File: config.mk
export PLATFORM = sky130hd
export DESIGN_NAME = axi_rd_resp_gen
export DESIGN_NICKNAME = d
export VERILOG_FILES = /design/src/rtl/axi_rd_pkg.sv /design/src/rtl/axi_sync_fifo.sv /design/src/rtl/axi_rd_resp_gen.sv
export SDC_FILE = /design/constraint.sdc
export NUM_CORES = 1
export LEC_CHECK = 0
export ABC_AREA = 1
export BUFFER_PORTS_ARGS = -buffer_cell sky130_fd_sc_hd__buf_2
export CAP_MARGIN = 15
export CORE_ASPECT_RATIO = 1.5
export CORE_MARGIN = 1
export CORE_UTILIZATION = 49
export CTS_CLUSTER_SIZE = 12
export DETAILED_ROUTE_END_ITERATION = 12
export PLACE_DENSITY = 0.69
export SYNTH_ARGS = -nofsm -noshare
export SYNTH_HDL_FRONTEND = slang
export SYNTH_SLANG_ARGS = --single-unit
File: constraint.sdc
create_clock -name clk -period 4.4 [get_ports clk]
set_input_delay 0 -clock clk [delete_from_list [all_inputs] [get_ports clk]]
set_output_delay 0 -clock clk [all_outputs]
set_load 0.005 [all_outputs]
File: src/rtl/axi_rd_pkg.sv
// Shared types and constants for the AXI read-response generator.
package axi_rd_pkg;

   // Payload widths carried by the R-channel beat record
   localparam int unsigned R_ID_W   = 16;
   localparam int unsigned R_DATA_W = 32;

   localparam logic [1:0] RESP_OKAY   = 2'b00;
   localparam logic [1:0] RESP_SLVERR = 2'b10;

   typedef enum logic {
      ST_IDLE  = 1'b0,
      ST_BURST = 1'b1
   } rd_state_e;

   typedef struct packed {
      logic [R_ID_W-1:0]   id;
      logic [R_DATA_W-1:0] data;
      logic [1:0]          resp;
      logic                last;
   } r_beat_t;

endpackage

File: src/rtl/axi_sync_fifo.sv
// Synchronous show-ahead FIFO; DEPTH must be a power of two.
// Pushes while full and pops while empty are ignored.
module axi_sync_fifo #(
   parameter int unsigned WIDTH = 8,
   parameter int unsigned DEPTH = 4
) (
   input  logic             clk,
   input  logic             rst,
   input  logic             push_i,
   input  logic [WIDTH-1:0] wdata_i,
   input  logic             pop_i,
   output logic [WIDTH-1:0] rdata_o,
   output logic             full_o,
   output logic             empty_o
);

   localparam int unsigned PW = (DEPTH > 1) ? $clog2(DEPTH) : 1;

   logic [WIDTH-1:0] mem_q [DEPTH];
   logic [PW-1:0]    wr_ptr_q;
   logic [PW-1:0]    rd_ptr_q;
   logic [PW:0]      count_q;
   logic             do_push;
   logic             do_pop;

   // Status flags, qualified handshakes and head-of-queue data
   always_comb begin
      full_o  = (count_q == (PW + 1)'(DEPTH));
      empty_o = (count_q == '0);
      do_push = push_i && !full_o;
      do_pop  = pop_i && !empty_o;
      rdata_o = mem_q[rd_ptr_q];
   end

   // Pointer and occupancy bookkeeping
   always_ff @(posedge clk or posedge rst) begin
      if (rst) begin
         wr_ptr_q <= '0;
         rd_ptr_q <= '0;
         count_q  <= '0;
      end else begin
         if (do_push) wr_ptr_q <= wr_ptr_q + 1'b1;
         if (do_pop)  rd_ptr_q <= rd_ptr_q + 1'b1;
         case ({do_push, do_pop})
            2'b10:   count_q <= count_q + 1'b1;
            2'b01:   count_q <= count_q - 1'b1;
            default: count_q <= count_q;
         endcase
      end
   end

   // Storage array; contents are don't-care while the slot is unoccupied
   always_ff @(posedge clk) begin
      if (do_push) mem_q[wr_ptr_q] <= wdata_i;
   end

endmodule

File: src/rtl/axi_rd_resp_gen.sv
// AXI read-response generator: queues read commands, fetches INCR bursts
// from a 1-cycle-latency memory and returns them on the R channel in order.
module axi_rd_resp_gen
   import axi_rd_pkg::*;
#(
   parameter int unsigned DATA_WIDTH   = 32,
   parameter int unsigned ID_MAX_WIDTH = 16,
   parameter int unsigned ADDR_WIDTH   = 32,
   parameter int unsigned MEM_AW       = 10,
   parameter int unsigned CMD_DEPTH    = 4
) (
   input  logic                    clk,
   input  logic                    rst,
   input  logic                    cmd_valid,
   output logic                    cmd_ready,
   input  logic [ID_MAX_WIDTH-1:0] cmd_id,
   input  logic [ADDR_WIDTH-1:0]   cmd_addr,
   input  logic [7:0]              cmd_len,
   output logic                    mem_rd_en,
   output logic [MEM_AW-1:0]       mem_rd_addr,
   input  logic [DATA_WIDTH-1:0]   mem_rd_data,
   output logic                    rvalid,
   input  logic                    rready,
   output logic [ID_MAX_WIDTH-1:0] rid,
   output logic [DATA_WIDTH-1:0]   rdata,
   output logic [1:0]              rresp,
   output logic                    rlast
);

   localparam int unsigned BYTE_SHIFT = $clog2(DATA_WIDTH / 8);
   localparam int unsigned WAW        = ADDR_WIDTH - BYTE_SHIFT;
   localparam int unsigned CMD_W      = ID_MAX_WIDTH + ADDR_WIDTH + 8;

   // Command queue
   logic                    cmd_push;
   logic                    cmd_pop;
   logic                    cmd_full;
   logic                    cmd_empty;
   logic [CMD_W-1:0]        cmd_head;
   logic [ID_MAX_WIDTH-1:0] head_id;
   logic [ADDR_WIDTH-1:0]   head_addr;
   logic [7:0]              head_len;

   // Burst sequencer state
   rd_state_e               state_q;
   logic [ID_MAX_WIDTH-1:0] id_q;
   logic [WAW-1:0]          waddr_q;
   logic [8:0]              beats_q;
   logic                    issue;
   logic                    last_beat;
   logic                    beat_err;
   logic [1:0]              buf_occ;
   logic [1:0]              credit_used;

   // Beat returning from memory this cycle
   logic                    ret_valid_q;
   logic                    ret_err_q;
   logic                    ret_last_q;
   logic [ID_MAX_WIDTH-1:0] ret_id_q;

   // Output buffer
   r_beat_t                 ret_beat;
   r_beat_t                 buf_head;
   r_beat_t                 out_beat;
   logic                    buf_push;
   logic                    buf_pop;
   logic                    buf_full;
   logic                    buf_empty;

   // Command acceptance and head-of-queue field split
   always_comb begin
      cmd_ready = !cmd_full && !rst;
      cmd_push  = cmd_valid && cmd_ready;
      {head_id, head_addr, head_len} = cmd_head;
   end

   axi_sync_fifo #(
      .WIDTH (CMD_W),
      .DEPTH (CMD_DEPTH)
   ) u_cmd_fifo (
      .clk     (clk),
      .rst     (rst),
      .push_i  (cmd_push),
      .wdata_i ({cmd_id, cmd_addr, cmd_len}),
      .pop_i   (cmd_pop),
      .rdata_o (cmd_head),
      .full_o  (cmd_full),
      .empty_o (cmd_empty)
   );

   // Issue credit, out-of-range detection and command pop decision
   always_comb begin
      buf_occ     = buf_full ? 2'd2 : (buf_empty ? 2'd0 : 2'd1);
      credit_used = buf_occ + {1'b0, ret_valid_q};
      issue       = (state_q == ST_BURST) && (credit_used < 2'd2);
      last_beat   = (beats_q == 9'd1);
      beat_err    = ((waddr_q >> MEM_AW) != '0);
      cmd_pop     = !cmd_empty && ((state_q == ST_IDLE) || (issue && last_beat));
      mem_rd_en   = issue && !beat_err;
      mem_rd_addr = waddr_q[MEM_AW-1:0];
   end

   // Burst FSM: loads commands, steps the word address, tracks the returning beat
   always_ff @(posedge clk or posedge rst) begin
      if (rst) begin
         state_q     <= ST_IDLE;
         id_q        <= '0;
         waddr_q     <= '0;
         beats_q     <= '0;
         ret_valid_q <= 1'b0;
         ret_err_q   <= 1'b0;
         ret_last_q  <= 1'b0;
         ret_id_q    <= '0;
      end else begin
         ret_valid_q <= issue;
         if (issue) begin
            ret_err_q  <= beat_err;
            ret_last_q <= last_beat;
            ret_id_q   <= id_q;
         end
         if (cmd_pop) begin
            state_q <= ST_BURST;
            id_q    <= head_id;
            waddr_q <= WAW'(head_addr >> BYTE_SHIFT);
            beats_q <= {1'b0, head_len} + 9'd1;
         end else if (issue) begin
            if (last_beat) begin
               state_q <= ST_IDLE;
            end else begin
               waddr_q <= waddr_q + 1'b1;
               beats_q <= beats_q - 9'd1;
            end
         end
      end
   end

   // A returning beat is presented directly when the buffer is empty and is
   // only written into the buffer if it is not taken that same cycle; this
   // keeps the first-beat latency at three cycles while payload stays stable.
   always_comb begin
      ret_beat = '0;
      if (ret_valid_q) begin
         ret_beat.id   = R_ID_W'(ret_id_q);
         ret_beat.data = ret_err_q ? '0 : R_DATA_W'(mem_rd_data);
         ret_beat.resp = ret_err_q ? RESP_SLVERR : RESP_OKAY;
         ret_beat.last = ret_last_q;
      end
      out_beat = buf_empty ? ret_beat : buf_head;
      rvalid   = !buf_empty || ret_valid_q;
      buf_push = ret_valid_q && !(buf_empty && rready);
      buf_pop  = !buf_empty && rready;
      rid      = ID_MAX_WIDTH'(out_beat.id);
      rdata    = DATA_WIDTH'(out_beat.data);
      rresp    = out_beat.resp;
      rlast    = out_beat.last;
   end

   axi_sync_fifo #(
      .WIDTH ($bits(r_beat_t)),
      .DEPTH (2)
   ) u_out_buf (
      .clk     (clk),
      .rst     (rst),
      .push_i  (buf_push),
      .wdata_i (ret_beat),
      .pop_i   (buf_pop),
      .rdata_o (buf_head),
      .full_o  (buf_full),
      .empty_o (buf_empty)
   );

endmodule

Yosys cells after proc, flatten, opt, wreduce, memory -nomap -nowiden
Memories as Yosys holds them, arrays and structs flattened.
Index checks and enable logic that the tools add are counted.
Widths: inputs -> output; s select.

word-level totals
  logic and storage cells = 90
  memories kept = 2
  flip-flop bits (word level) = 86
  bits in writable memories = 326
  output and inout port bits = 64

cells by class
  reductions and logical operators = 31
  bitwise operators = 1
  eq/ne operators = 8
  add/subtract/negate cells = 12
  muxes and demuxes = 21
  order comparisons = 1

memories
  name              words  bits a word  rd ports  clocked after memory_dff  write ports  line                 source
  u_cmd_fifo.mem_q  4      56           1         0                         1            axi_sync_fifo.sv:19  logic [WIDTH-1:0] mem_q [DEPTH];
  u_out_buf.mem_q   2      51           1         0                         1            axi_sync_fifo.sv:19

operator list
  operator               count
  $mux 51                2
  $mux 30                3
  $mux 32                1
  $add 30x1->30 const B  1
  $reduce_bool 30->1     1
  $mux 9                 3
  $logic_and 1x1->1      13
  $add 8x1->9 const B    1
  $eq 9x1->1 const B     1
  $sub 9x1->9 const B    1
  $mux 1                 8
  $reduce_bool 2->1      4
  $logic_not 1->1        7
  $add 2x1->2 const B    3
  $eq 2x2->1 const B     3
  $pmux 3 s2             1
  $eq 2x1->1 const B     2
  $mux 2                 2
  $pmux 2 s2             1
  $reduce_and 2->1       2
  $add 3x1->3 const B    1
  $eq 3x3->1 const B     1
  $logic_not 3->1        1
  $sub 3x1->3 const B    1
  8 further kinds        10

Depth between registers and ports, before layout
Gate-level depths: netlist (run 1).

  depth in word-level cells = 12
  gate-level depth with buffers = 15
  mapped depth without buffers = 13

Cells and area by module
Synthesis (run 1) repeated with hierarchy kept, for this count alone.

second synthesis, totals
  cell total of the unflattened synthesis = 1870
  area total of the unflattened synthesis = 19402.4 µm²

modules (own cells, without submodules)
  module                      sequential area each (µm²)  area an instance (µm²)  cells each  instances
  axi_sync_fifo (u_cmd_fifo)  6901.6                      9850.7                  715         1
  axi_rd_resp_gen             1876.8                      5522.8                  856         1
  axi_sync_fifo (u_out_buf)   3163.0                      4028.9                  299         1

Worst setup path after synthesis (run 1)
Ideal clock, no wire load.

  path kind = reg2reg
  start point = reg u_cmd_fifo.count_q[0]
  end point = mem u_cmd_fifo.mem_q[0][0] in the netlist's numbering (enable)
  path buffers = 0
  setup time = 0.466 ns
  data required time = 3.934 ns
  cell stages (with the launch flop) = 5
  arrival = 3.160 ns
  path slack = 0.773 ns
  path through = dfrtp_1 -> nor2_1 -> a21oi_1 -> nand2_1 -> nor2_1

on the way
  word-level cells in the longest chain between the ends = 7

ends and longest elaborated chain
  element                       line                   source
  from (decl)                   axi_sync_fifo.sv:22    logic [PW:0] count_q;
  from (signal assigned)        axi_sync_fifo.sv:45    2'b10: count_q <= count_q + 1'b1;
  from (signal assigned)        axi_sync_fifo.sv:46    2'b01: count_q <= count_q - 1'b1;
  from (signal assigned)        axi_sync_fifo.sv:47    default: count_q <= count_q;
  $eq 3x3->1                    axi_sync_fifo.sv:28    full_o = (count_q == (PW + 1)'(DEPTH));
  $logic_not 1->1               axi_rd_resp_gen.sv:72  cmd_ready = !cmd_full && !rst;
  $logic_and 1x1->1             axi_rd_resp_gen.sv:72
  named net cmd_ready           axi_rd_resp_gen.sv:15  output logic cmd_ready,
  $logic_and 1x1->1             axi_rd_resp_gen.sv:73  cmd_push = cmd_valid && cmd_ready;
  $logic_and 1x1->1             axi_sync_fifo.sv:30    do_push = push_i && !full_o;
  $mux 1                        axi_sync_fifo.sv:54    if (do_push) mem_q[wr_ptr_q] <= wdata_i;
  $mux 1 (implied by the code)  axi_sync_fifo.sv:54
  to (decl)                     axi_sync_fifo.sv:19

The timed path passes the listed nets, and every way through them passes these cells.

Worst setup path in the final report (run 1)
  start point = reg ret_valid_q
  end point = out mem_rd_en

on the way
  word-level cells in the longest chain between the ends = 4

ends and longest elaborated chain
  element                 line                    source
  from (decl)             axi_rd_resp_gen.sv:56   logic ret_valid_q;
  from (signal assigned)  axi_rd_resp_gen.sv:115  ret_valid_q <= issue;
  $add 2x1->2             axi_rd_resp_gen.sv:94   credit_used = buf_occ + {1'b0, ret_valid_q};
  $lt 2x2->1              axi_rd_resp_gen.sv:95   issue = (state_q == ST_BURST) && (credit_used < 2'd2);
  $logic_and 1x1->1       axi_rd_resp_gen.sv:95
  named net issue         axi_rd_resp_gen.sv:49   logic issue;
  $logic_and 1x1->1       axi_rd_resp_gen.sv:99   mem_rd_en = issue && !beat_err;
  to (decl)               axi_rd_resp_gen.sv:19   output logic mem_rd_en,

The timed path passes the listed nets, and every way through them passes these cells.

==> qor.yml, run 1 <==
period_needed_ns: 2.84
p_leak_nw: 8.26
first_pass_iters: 5
syn_avg_cell_area_um2: 10.4
drc: 0
period_share: 0.645
yosysSeqAreaShare: 0.660
tns_ns: 0
wl_per_cell_um: 16.5
crit_top_cell: "nand2_1"
vdd_drop_max_mv: 0.423
hold_class: "input pin to flop"
critical_path.max_fanout: 22
maxSlewViolCount: 0
h-tree-depth: 2
globalRouteMet2Util: 0.382
status: "finished, final reports clean"
port_buffers: 152
die_area_um2: 36800
dpl_cell_area_um2: 18700
cts_made_buffers: 40
synth.distinct_cells: 41
rows: 84
core_area_um2: 35300
instances_no_fill: 2406
cts_tree: "yes"
yosys-top-cells-area: "edfxtp_1 54%, dfrtp_1 12%, nand2_1 6.9%"
syn_area_um2: 17600
syn_nets: 1802
end_kind: "output port"
wirelength_mm: 39.8
synth_seq_cells: 402
antenna_cells: 0
max_freq_mhz: 352
clk_latency_ns: 0.55
finalSetupViolCount: 0
use_met3: 0.0275
root_buffer: "clkbuf_16"
ioPinCount: 156
synth_largest_area_cell: "edfxtp_1"
numClockSinks: 402
initial_core_util: 0.500
fin_nets: 2006
cts.clk_slew.worst_paths_ns: 0.06
grt_util_met1: 0.267
p_per_area_nw_per_um2: 622
worstSetupPathType: "flop to output port"
viasPerCell: 5.21
syn_to_final_growth_pct: 17.4
fp.dieW_um: 157
rsz0062_at_grt: "false"
grt_pass1_vias: 12300
placedCellCount: 2246
drv_cap: 0
required_ns: 4.40
place.gp.congestion: 0.909
crit_path_start_kind: "flop"
relSlewSlack: 0.236
syn-instance-count: 1699
grt_max_degree: 65
tightest_slew_ns: 1.15
fin_skew_ns: 0.0207
clockBufferDepth: 3
cp_num_buf_inv: 1
cpPeakStageDelay_ns: 0.74
synth_top_area_frac: 0.538
drt_iter0_markers: 815
grt_pass1_wl_mm: 61.9
ant_nets: 0
num_vias: 12500
cp_top_family: "simple AND/OR/NAND/NOR gates"
dp_hpwl_mm: 23.6
top_usage_layer: "met2"
drive_above_1_share: 0.126
cp.arrival_ns: 2.84
antenna_found_initial: 0
die-height_um: 234
grt.total_usage: 0.216
yosysWarnings: 0
path_cells: "nand2_1 > nand2_2 > nor2_4 > nand2_1 > nor4_1 > buf_2"
overflow: 0
fin_area_um2: 20700
cp_slowest_cell: "nor4_1"
hold_viol_final: 0
cts_resized: 0
-- layer usage --
metal | wire (um) | share of wire | up-vias
li1 | - | - | 6154
met1 | 16700 | 0.42 | 5945
met2 | 19700 | 0.50 | 361
met3 | 2050 | 0.052 | 80
met4 | 1250 | 0.031 | 0
met5 | 0 | 0 | -
-- layout make-up --
cell class | instances | area [um2]
fill | 2945 | 14600
sequential | 402 | 11600
multi-input combinational | 1049 | 4960
timing repair buffer | 258 | 1780
clock buffer | 65 | 1090
tap | 473 | 592
inverter | 152 | 574
clock inverter | 7 | 66.3
-- where the power goes --
group	switching, W	internal [W]	leakage (nW)
combinational	0.00284	0.00140	3.77
sequential	0.000472	0.00506	3.94
clock	0.00139	0.00171	0.548
-- state kept, by name (all words and copies together) (netlist names) --
register / count
u_cmd_fifo.count_q: 3
waddr_q: 30
ret_valid_q: 1
u_out_buf.count_q: 2
beats_q: 9
id_q: 16
u_cmd_fifo.wr_ptr_q: 2
ret_id_q: 16
ret_err_q: 1
u_cmd_fifo.rd_ptr_q: 2
u_out_buf.rd_ptr_q: 1
u_out_buf.mem_q: 100
u_out_buf.wr_ptr_q: 1
ret_last_q: 1
state_q: 1
u_cmd_fifo.mem_q: 216
-- cell usage in the layout, fill, tap and decap left out, drive strengths merged, types with 49 or more instances in the layout --
cell type	count
o31ai	50
nor2	316
dlygate4sd3	88
inv	153
clkbuf	65
edfxtp	316
dfrtp	86
buf	170
nand3	49
o21ai	147
nand2	327
-- metrics by stage --
step / setup WS [ns] / util / hold WS [ns] / total power, W
2_1_floorplan: 0.773 / - / 0.0351 / 0.00848
6_report: 1.56 / 0.586 / 0.130 / 0.0129
3_3_place_gp: 1.79 / 0.529 / 0.203 / 0.00965
3_5_place_dp: 1.79 / 0.529 / 0.208 / 0.00980
4_1_cts: 1.54 / 0.586 / 0.130 / 0.0130
5_1_grt: 1.24 / 0.586 / 0.176 / 0.0137
-- Yosys cell counts --
cell / number
nand2_1: 324
edfxtp_1: 316
nor2_1: 312
inv_1: 147
o21ai_0: 131
dfrtp_1: 86
o31ai_1: 50
nand3_1: 49
clkbuf_1: 48
a21oi_1: 40
o22ai_1: 40
buf_2: 20
buf_4: 16
o21ai_1: 16
nor3_1: 14
buf_6: 10
ha_1: 10
xor2_1: 10
nand4_1: 9
o211ai_1: 9
xnor2_1: 6
a31oi_1: 5
inv_2: 4
a32oi_1: 3
nand2_2: 3
nor2_2: 3
a21oi_4: 2
a32o_1: 2
or2_2: 2
a22oi_2: 1
buf_1: 1
clkbuf_2: 1
conb_1: 1
fa_1: 1
inv_4: 1
mux2_2: 1
nand4_2: 1
nor2_4: 1
nor3_2: 1
nor4_1: 1
o21bai_1: 1
-- worst paths after layout --
kind / from / to / slack [ns] / cells after the start
max reg2reg: ret_valid_q / waddr_q[27] / 1.81 / 8
min in group asynchronous: rst / u_out_buf.wr_ptr_q / 0.21 / 3
max in group asynchronous: rst / waddr_q[12] / 3.20 / 4
max: ret_valid_q / mem_rd_en / 1.56 / 6
min reg2reg: ret_id_q[15] / ret_id_q[15] / 0.48 / 2
min: cmd_valid / u_cmd_fifo.wr_ptr_q[0] / 0.13 / 3
-- kinds of logic after synthesis --
family,count (synthesis),synth area share
AND/OR/NAND/NOR,720,0.161
flip-flops,402,0.660
AO/OA/AOI/OAI,300,0.0997
buffers and inverters,248,0.0620
XOR/XNOR,16,0.00794
adder cells (fa/ha/maj),11,0.00823
other,1,0.000213
multiplexers,1,0.000638
-- tightest hold or removal path: cells and delay by family --
kind | cells | cell delay (ns)
XOR/XNOR | 1 | 0.12
AND/OR/NAND/NOR | 1 | 0.38
buffers and inverters | 1 | 0.12
-- repair_timing --
| item | 4_1_cts | 5_1_grt |
|---|---|---|
| hold endpoints to repair | 331 | 0 |
| buffers inserted | 0 | 0 |
| hold buffers | 88 | 0 |
(Power assumes the default switching activity.)
==> run 2: changes to the inputs <==
clock period = 2.7 ns   (was 4.4 ns; I/O delays follow)
==> run 2 against run 1 <==
  * Sequential share of layout area is 1.0 points lower
  * Critical path depth is 3 higher
  * Utilization increased by 1.1 points
  * Via count grew 1.1%
  * Cell count grew 1.1%
  * Highest routed layer unchanged
==> qor.yml, run 2 (synthesis gave the netlist of run 1 again) <==
reg.largest.list: "u_cmd_fifo.mem_q: 216 flops, u_out_buf.mem_q: 100 flops, waddr_q: 30 flops"
largest_register_ff_count: 216  # unchanged
num_vias: 12700  # +1.1%
status: "finished, final reports clean"
antenna_found_initial: 1  # +1
path_cells: "nor3_2 > a21oi_4 > nand2_2 > inv_2 > ha_1 > fa_1 > a21oi_1 > o21ai_0 > xnor2_1"
core_area_um2: 35300  # unchanged
port_buffers: 152  # unchanged
rr_worst_depth: 9  # +1
p_per_area_nw_per_um2: 1020  # +64%
crit_path_start_kind: "flop"
largest-register: "u_cmd_fifo.mem_q"
instances_no_fill: 2432  # +1.1%
wirelength_mm: 39.4  # -0.88%
clk_latency_ns: 0.53  # -0.02 ns
cts_made_buffers: 41  # +2.5%
period_share: 0.853
r2r_slack_ns: 0.40  # -1.41 ns
cp_top_family: "simple AND/OR/NAND/NOR gates"
final_cell_mix: "324 x nand2_1, 316 x edfxtp_1, 305 x nor2_1"
relSlewSlack: 0.498  # +0.262
cts_resized: 0  # unchanged
drv_cap: 0  # unchanged
worstSetupPathType: "flop to flop"
ioPinCount: 156  # unchanged
die-height_um: 234  # unchanged
wl_per_cell_um: 16.2  # -1.9%
cpPeakStageDelay_ns: 0.46  # -0.28 ns
ant_nets: 0  # unchanged
fp.dieW_um: 157  # unchanged
fin_skew_ns: 0.0144  # -0.00635 ns
grt_pass1_vias: 12400  # +1.4%
wl_met3_mm: 2.07  # +0.97%
h-tree-depth: 2  # unchanged
critical_path.max_fanout: 4  # -82%
crit_cells: 9  # +3
max_freq_mhz: 434
endpoint: "u_cmd_fifo.count_q[2]"
vdd_drop_max_mv: 0.669  # +58%
hold_class: "input pin to asynchronous set/reset pin"
wl_met2_mm: 19.7  # about the same
wl_met1_mm: 16.5  # -1.3%
viasPerCell: 5.21  # about the same
dp_hpwl_mm: 24.6  # +4.1%
cts_setup_buffers: 0  # unchanged
grt.total_usage: 0.216  # -0.000264
maxSlewViolCount: 0  # unchanged
finalPower_w: 0.0215  # +67%
drt_iter0_markers: 815  # unchanged
cp_slowest_cell: "nor3_2"
fin_nets: 2029  # +1.1%
tns_ns: 0  # unchanged
die_area_um2: 36800  # unchanged
cp_num_buf_inv: 1  # unchanged
numClockSinks: 402  # unchanged
end_kind: "flop"
hold_buffers: 89  # +1.1%
rows: 84  # unchanged
top_layer_used: "met4"
first_pass_iters: 5  # unchanged
required_ns: 3.12  # -1.28 ns
crit_start: "u_cmd_fifo.count_q[0]"
p_leak_nw: 8.46  # +2.4%
overflow: 0  # unchanged
drive_above_1_share: 0.137  # +0.0117
cp.arrival_ns: 2.72  # -0.12 ns
root_buffer: "clkbuf_16"
layout_commonest_cell: "nand2_1"
placedCellCount: 2267  # +0.93%
cts_tree: "yes"
cts.clk_slew.worst_paths_ns: 0.06  # about the same
timing.rr.start: "u_cmd_fifo.count_q[0]"
hold_viol_final: 0  # unchanged
grt_max_degree: 102  # +57%
syn_to_final_growth_pct: 19.6
tightest_slew_ns: 0.753  # -0.392 ns
initial_core_util: 0.500  # unchanged
period_needed_ns: 2.30
grt_pass1_wl_mm: 62.0  # +0.15%
rsz0062_at_grt: "false"
clockBufferDepth: 3  # unchanged
r2r_end: "u_cmd_fifo.count_q[2]"
place.gp.congestion: 0.893  # -1.8%
finalSetupViolCount: 0  # unchanged
drc: 0  # unchanged
## run 2: changes by cell type in the layout (fill, tap and decap cells not counted), moves of 2 or more
cell | before | now
buf_4 | 18 | 27
buf_12 | 0 | 12
clkbuf_16 | 40 | 42
clkbuf_1 | 25 | 27
clkinv_2 | 1 | 3
inv_6 | 2 | 0
clkinv_1 | 3 | 0
## run 2: worst min path at each step
stage	start	end
2_1_floorplan	rst	cmd_ready
3_3_place_gp	rst	u_cmd_fifo.count_q[2]
3_5_place_dp	rst	u_cmd_fifo.count_q[2]
4_1_cts	rst	u_cmd_fifo.count_q[2]
5_1_grt	rst	u_cmd_fifo.count_q[2]
6_report	rst	waddr_q[23]
## run 2: report_power, final
part           internal, W  leakage (nW)  switching, W  total [W]
Combinational      0.00253          3.92       0.00474    0.00727
Clock              0.00304         0.592       0.00220    0.00524
Sequential         0.00824          3.94      0.000741    0.00898
## run 2: per-layer routing
layer / track usage / vias up
met3: 0.0347 / 78
met2: 0.382 / 362
met5: 0 / -
met1: 0.264 / 6043
li1: - / 6197
met4: 0.0839 / 0
## run 2: cell type report
cell class              instances  area, um2
clock buffers                  70       1170
clock inverters                 5       67.6
multi-input cells            1049       4960
fillers                      2893      14200
well taps                     473        592
inverters                     152        574
flip-flops and latches        402      11600
diodes                          1       2.50
repair buffers                280       2090
## run 2: worst register-to-register path, stage by stage, from the launching register on
cell     delay, ns
dfrtp_1       0.44
nor3_2        0.46
a21oi_4       0.09
nand2_2       0.15
inv_2         0.05
ha_1          0.21
fa_1          0.39
a21oi_1       0.14
o21ai_0       0.11
xnor2_1       0.13
## run 2: metrics by stage
step	utilization	hold slack [ns]	cell area, um2	setup slack [ns]
6_report	0.598	0.0342	21100	0.396
5_1_grt	0.598	0.0773	21100	0.179
4_1_cts	0.597	0.0221	21100	0.313
3_5_place_dp	0.537	0.0519	19000	0.383
3_3_place_gp	0.537	0.0369	19000	0.409
2_1_floorplan	-	0.0351	17700	0.168
==> run 3: changes to the inputs <==
==> constraint.sdc (replaced) <==
create_clock -name clk -period 2.15 [get_ports clk]
set_input_delay 0.5375 -clock clk [delete_from_list [all_inputs] [get_ports clk]]
set_output_delay 0.5375 -clock clk [all_outputs]
set_load 0.005 [all_outputs]
==> run 3 against run 2 <==
  * The run now ends with setup timing left
  * Hold slack improved by 0.060 ns
  * Critical path depth fell by 1
  * Wire length rose by 10%
  * Critical path type is now flop to output port
  * Largest cell class unchanged
  * Largest power group is now combinational logic
  * Highest routed layer is now met5
==> qor.yml, run 3 (synthesis gave the netlist of run 1 again) <==
status: "finished, violations left"
violations: "setup timing"
multiInputGateArea_um2: 5830  # +18%
grt_max_degree: 87  # -15%
cts_made_buffers: 41  # unchanged
hold_buffers: 0  # -100%
fin_skew_ns: 0.0162  # +0.00183 ns
h-tree-depth: 2  # unchanged
grt_pass1_vias: 12200  # -2.2%
required_ns: 1.61  # -1.51 ns
grt.total_usage: 0.220  # +0.00422
preCtsSetupSlack_ns: 0.0730  # -0.310 ns
numClockSinks: 402  # unchanged
initial_core_util: 0.500  # unchanged
finalSetupViolCount: 52  # +52
seqCellArea_um2: 11600  # about the same
max_freq_mhz: 415
maxSlewViolCount: 0  # unchanged
largest_register_ff_count: 216  # unchanged
die-height_um: 234  # unchanged
fin_area_um2: 22000  # +4.2%
cp_top_family: "buffers and inverters"
hold_viol_final: 0  # unchanged
period_share: 1.12
num_vias: 12800  # +0.88%
antenna_cells: 0  # -1
die_area_um2: 36800  # unchanged
period_needed_ns: 2.41
cpPeakStageDelay_ns: 0.37  # -0.09 ns
p_per_area_nw_per_um2: 1370  # +35%
critical_path.max_fanout: 8  # +4
antenna_found_initial: 1  # unchanged
relSlewSlack: 0.656  # +0.158
ant_nets: 0  # unchanged
reg.largest.list: "u_cmd_fifo.mem_q: 216 flops, u_out_buf.mem_q: 100 flops, waddr_q: 30 flops"
dp_hpwl_mm: 25.1  # +1.8%
fin_util: 0.623  # +0.0253
place.gp.congestion: 0.863  # -3.3%
vdd_drop_max_mv: 0.741  # +11%
core_area_um2: 35300  # unchanged
num-fill-cells: 2724  # -5.8%
worstSetupPathType: "flop to output port"
first_pass_iters: 7  # +2
tightest_slew_ns: 0.516  # -0.238 ns
port_buffers: 152  # unchanged
dpl_cell_area_um2: 19200  # +1.0%
instances_no_fill: 2392  # -1.6%
fp.dieW_um: 157  # unchanged
drv_cap: 0  # unchanged
holdWs_ns: 0.0944  # +0.0602 ns
grt_pass1_wl_mm: 62.8  # +1.4%
layout_commonest_cell: "edfxtp_1"
syn_to_final_growth_pct: 24.7
p_leak_nw: 8.96  # +6.0%
largest-register: "u_cmd_fifo.mem_q"
ioPinCount: 156  # unchanged
drc: 0  # unchanged
cp_slowest_cell: "dfrtp_1"
cts.clk_slew.worst_paths_ns: 0.06  # about the same
rsz0062_at_grt: "true"
fin_ws_ns: -0.260  # -0.656 ns
cp_num_buf_inv: 4  # +3
drt_iter0_markers: 934  # +15%
crit_path_start_kind: "flop"
drive_above_1_share: 0.241  # +0.103
cts_tree: "yes"
path_cells: "inv_2 > nor2_4 > inv_4 > buf_12 > nor2_2 > nand2_1 > o31ai_2 > buf_2"
end_kind: "output port"
rows: 84  # unchanged
hold_class: "input pin to asynchronous set/reset pin"
overflow: 0  # unchanged
viasPerCell: 5.35  # +2.6%
wl_per_cell_um: 18.1  # +12%
wirelength_mm: 43.4  # +10%
cp.arrival_ns: 1.87  # -0.85 ns
clk_latency_ns: 0.54  # about the same
root_buffer: "clkbuf_16"
fin_nets: 1995  # -1.7%
clockBufferDepth: 3  # unchanged
placedCellCount: 2284  # +0.75%
final_cell_mix: "316 x edfxtp_1, 279 x nand2_1, 270 x nor2_1"
[run 3: stage by stage]
step / total power (W) / setup TNS, ns
floorplan: 0.0174 / -45.21
global placement: 0.0205 / 0
detailed placement: 0.0207 / 0
CTS: 0.0285 / -9.26
global route: 0.0319 / -13.12
finish: 0.0301 / -9.88
[run 3: layout make-up]
type	instances	area share
clock buffer	65	0.0551
clock inverter	5	0.00353
inverter	152	0.0267
tap	473	0.0269
sequential	402	0.530
timing repair inverter	1	0.000171
timing repair buffer	245	0.0931
multi-input combinational	1049	0.265
[run 3: power by group]
part / internal, W / switching, W / total (W) / leakage [nW]
clock network: 0.00409 / 0.00279 / 0.00688 / 0.622
registers: 0.0104 / 0.000840 / 0.0112 / 3.94
logic: 0.00475 / 0.00731 / 0.0121 / 4.40
[run 3: layer usage]
| metal | track usage | up-vias | wire length [um] |
|---|---|---|---|
| met1 | 0.280 | 6113 | 17300 |
| met2 | 0.371 | 421 | 22000 |
| li1 | - | 6129 | - |
| met4 | 0.0962 | 2 | 1720 |
| met3 | 0.0362 | 126 | 2420 |
| met5 | 0 | - | 13 |
[run 3: path summary, 6_finish.rpt]
check | startpoint | to | slack (ns) | depth (start not counted)
worst max-delay path | ret_valid_q | rdata[15] | -0.26 | 8
worst min-delay path | rst | waddr_q[4] | 0.09 | 3
worst max register to register | u_out_buf.count_q[0] | u_cmd_fifo.count_q[1] | 0.09 | 10
worst min register to register | id_q[15] | ret_id_q[15] | 0.48 | 2
max in group asynchronous | rst | waddr_q[2] | 1.59 | 3
min in group clk | cmd_addr[30] | u_cmd_fifo.mem_q[3][38] | 0.20 | 1
[run 3: worst reg2reg max path, stage by stage (launching register included)]
cell and delay, ns:
dfrtp_2 0.44, inv_2 0.05, nand2_1 0.07, nand2_2 0.08, buf_4 0.15, a21oi_4 0.16, nand2_4 0.09, inv_2 0.09
ha_4 0.13, fa_2 0.42, mux2_2 0.28
[run 3: what timing repair did]
item	4_1_cts	5_1_grt
resized for setup	84	157
setup endpoints to repair	52	67
buffers inserted	6	13
pin swaps	10	30
cloned	4	16
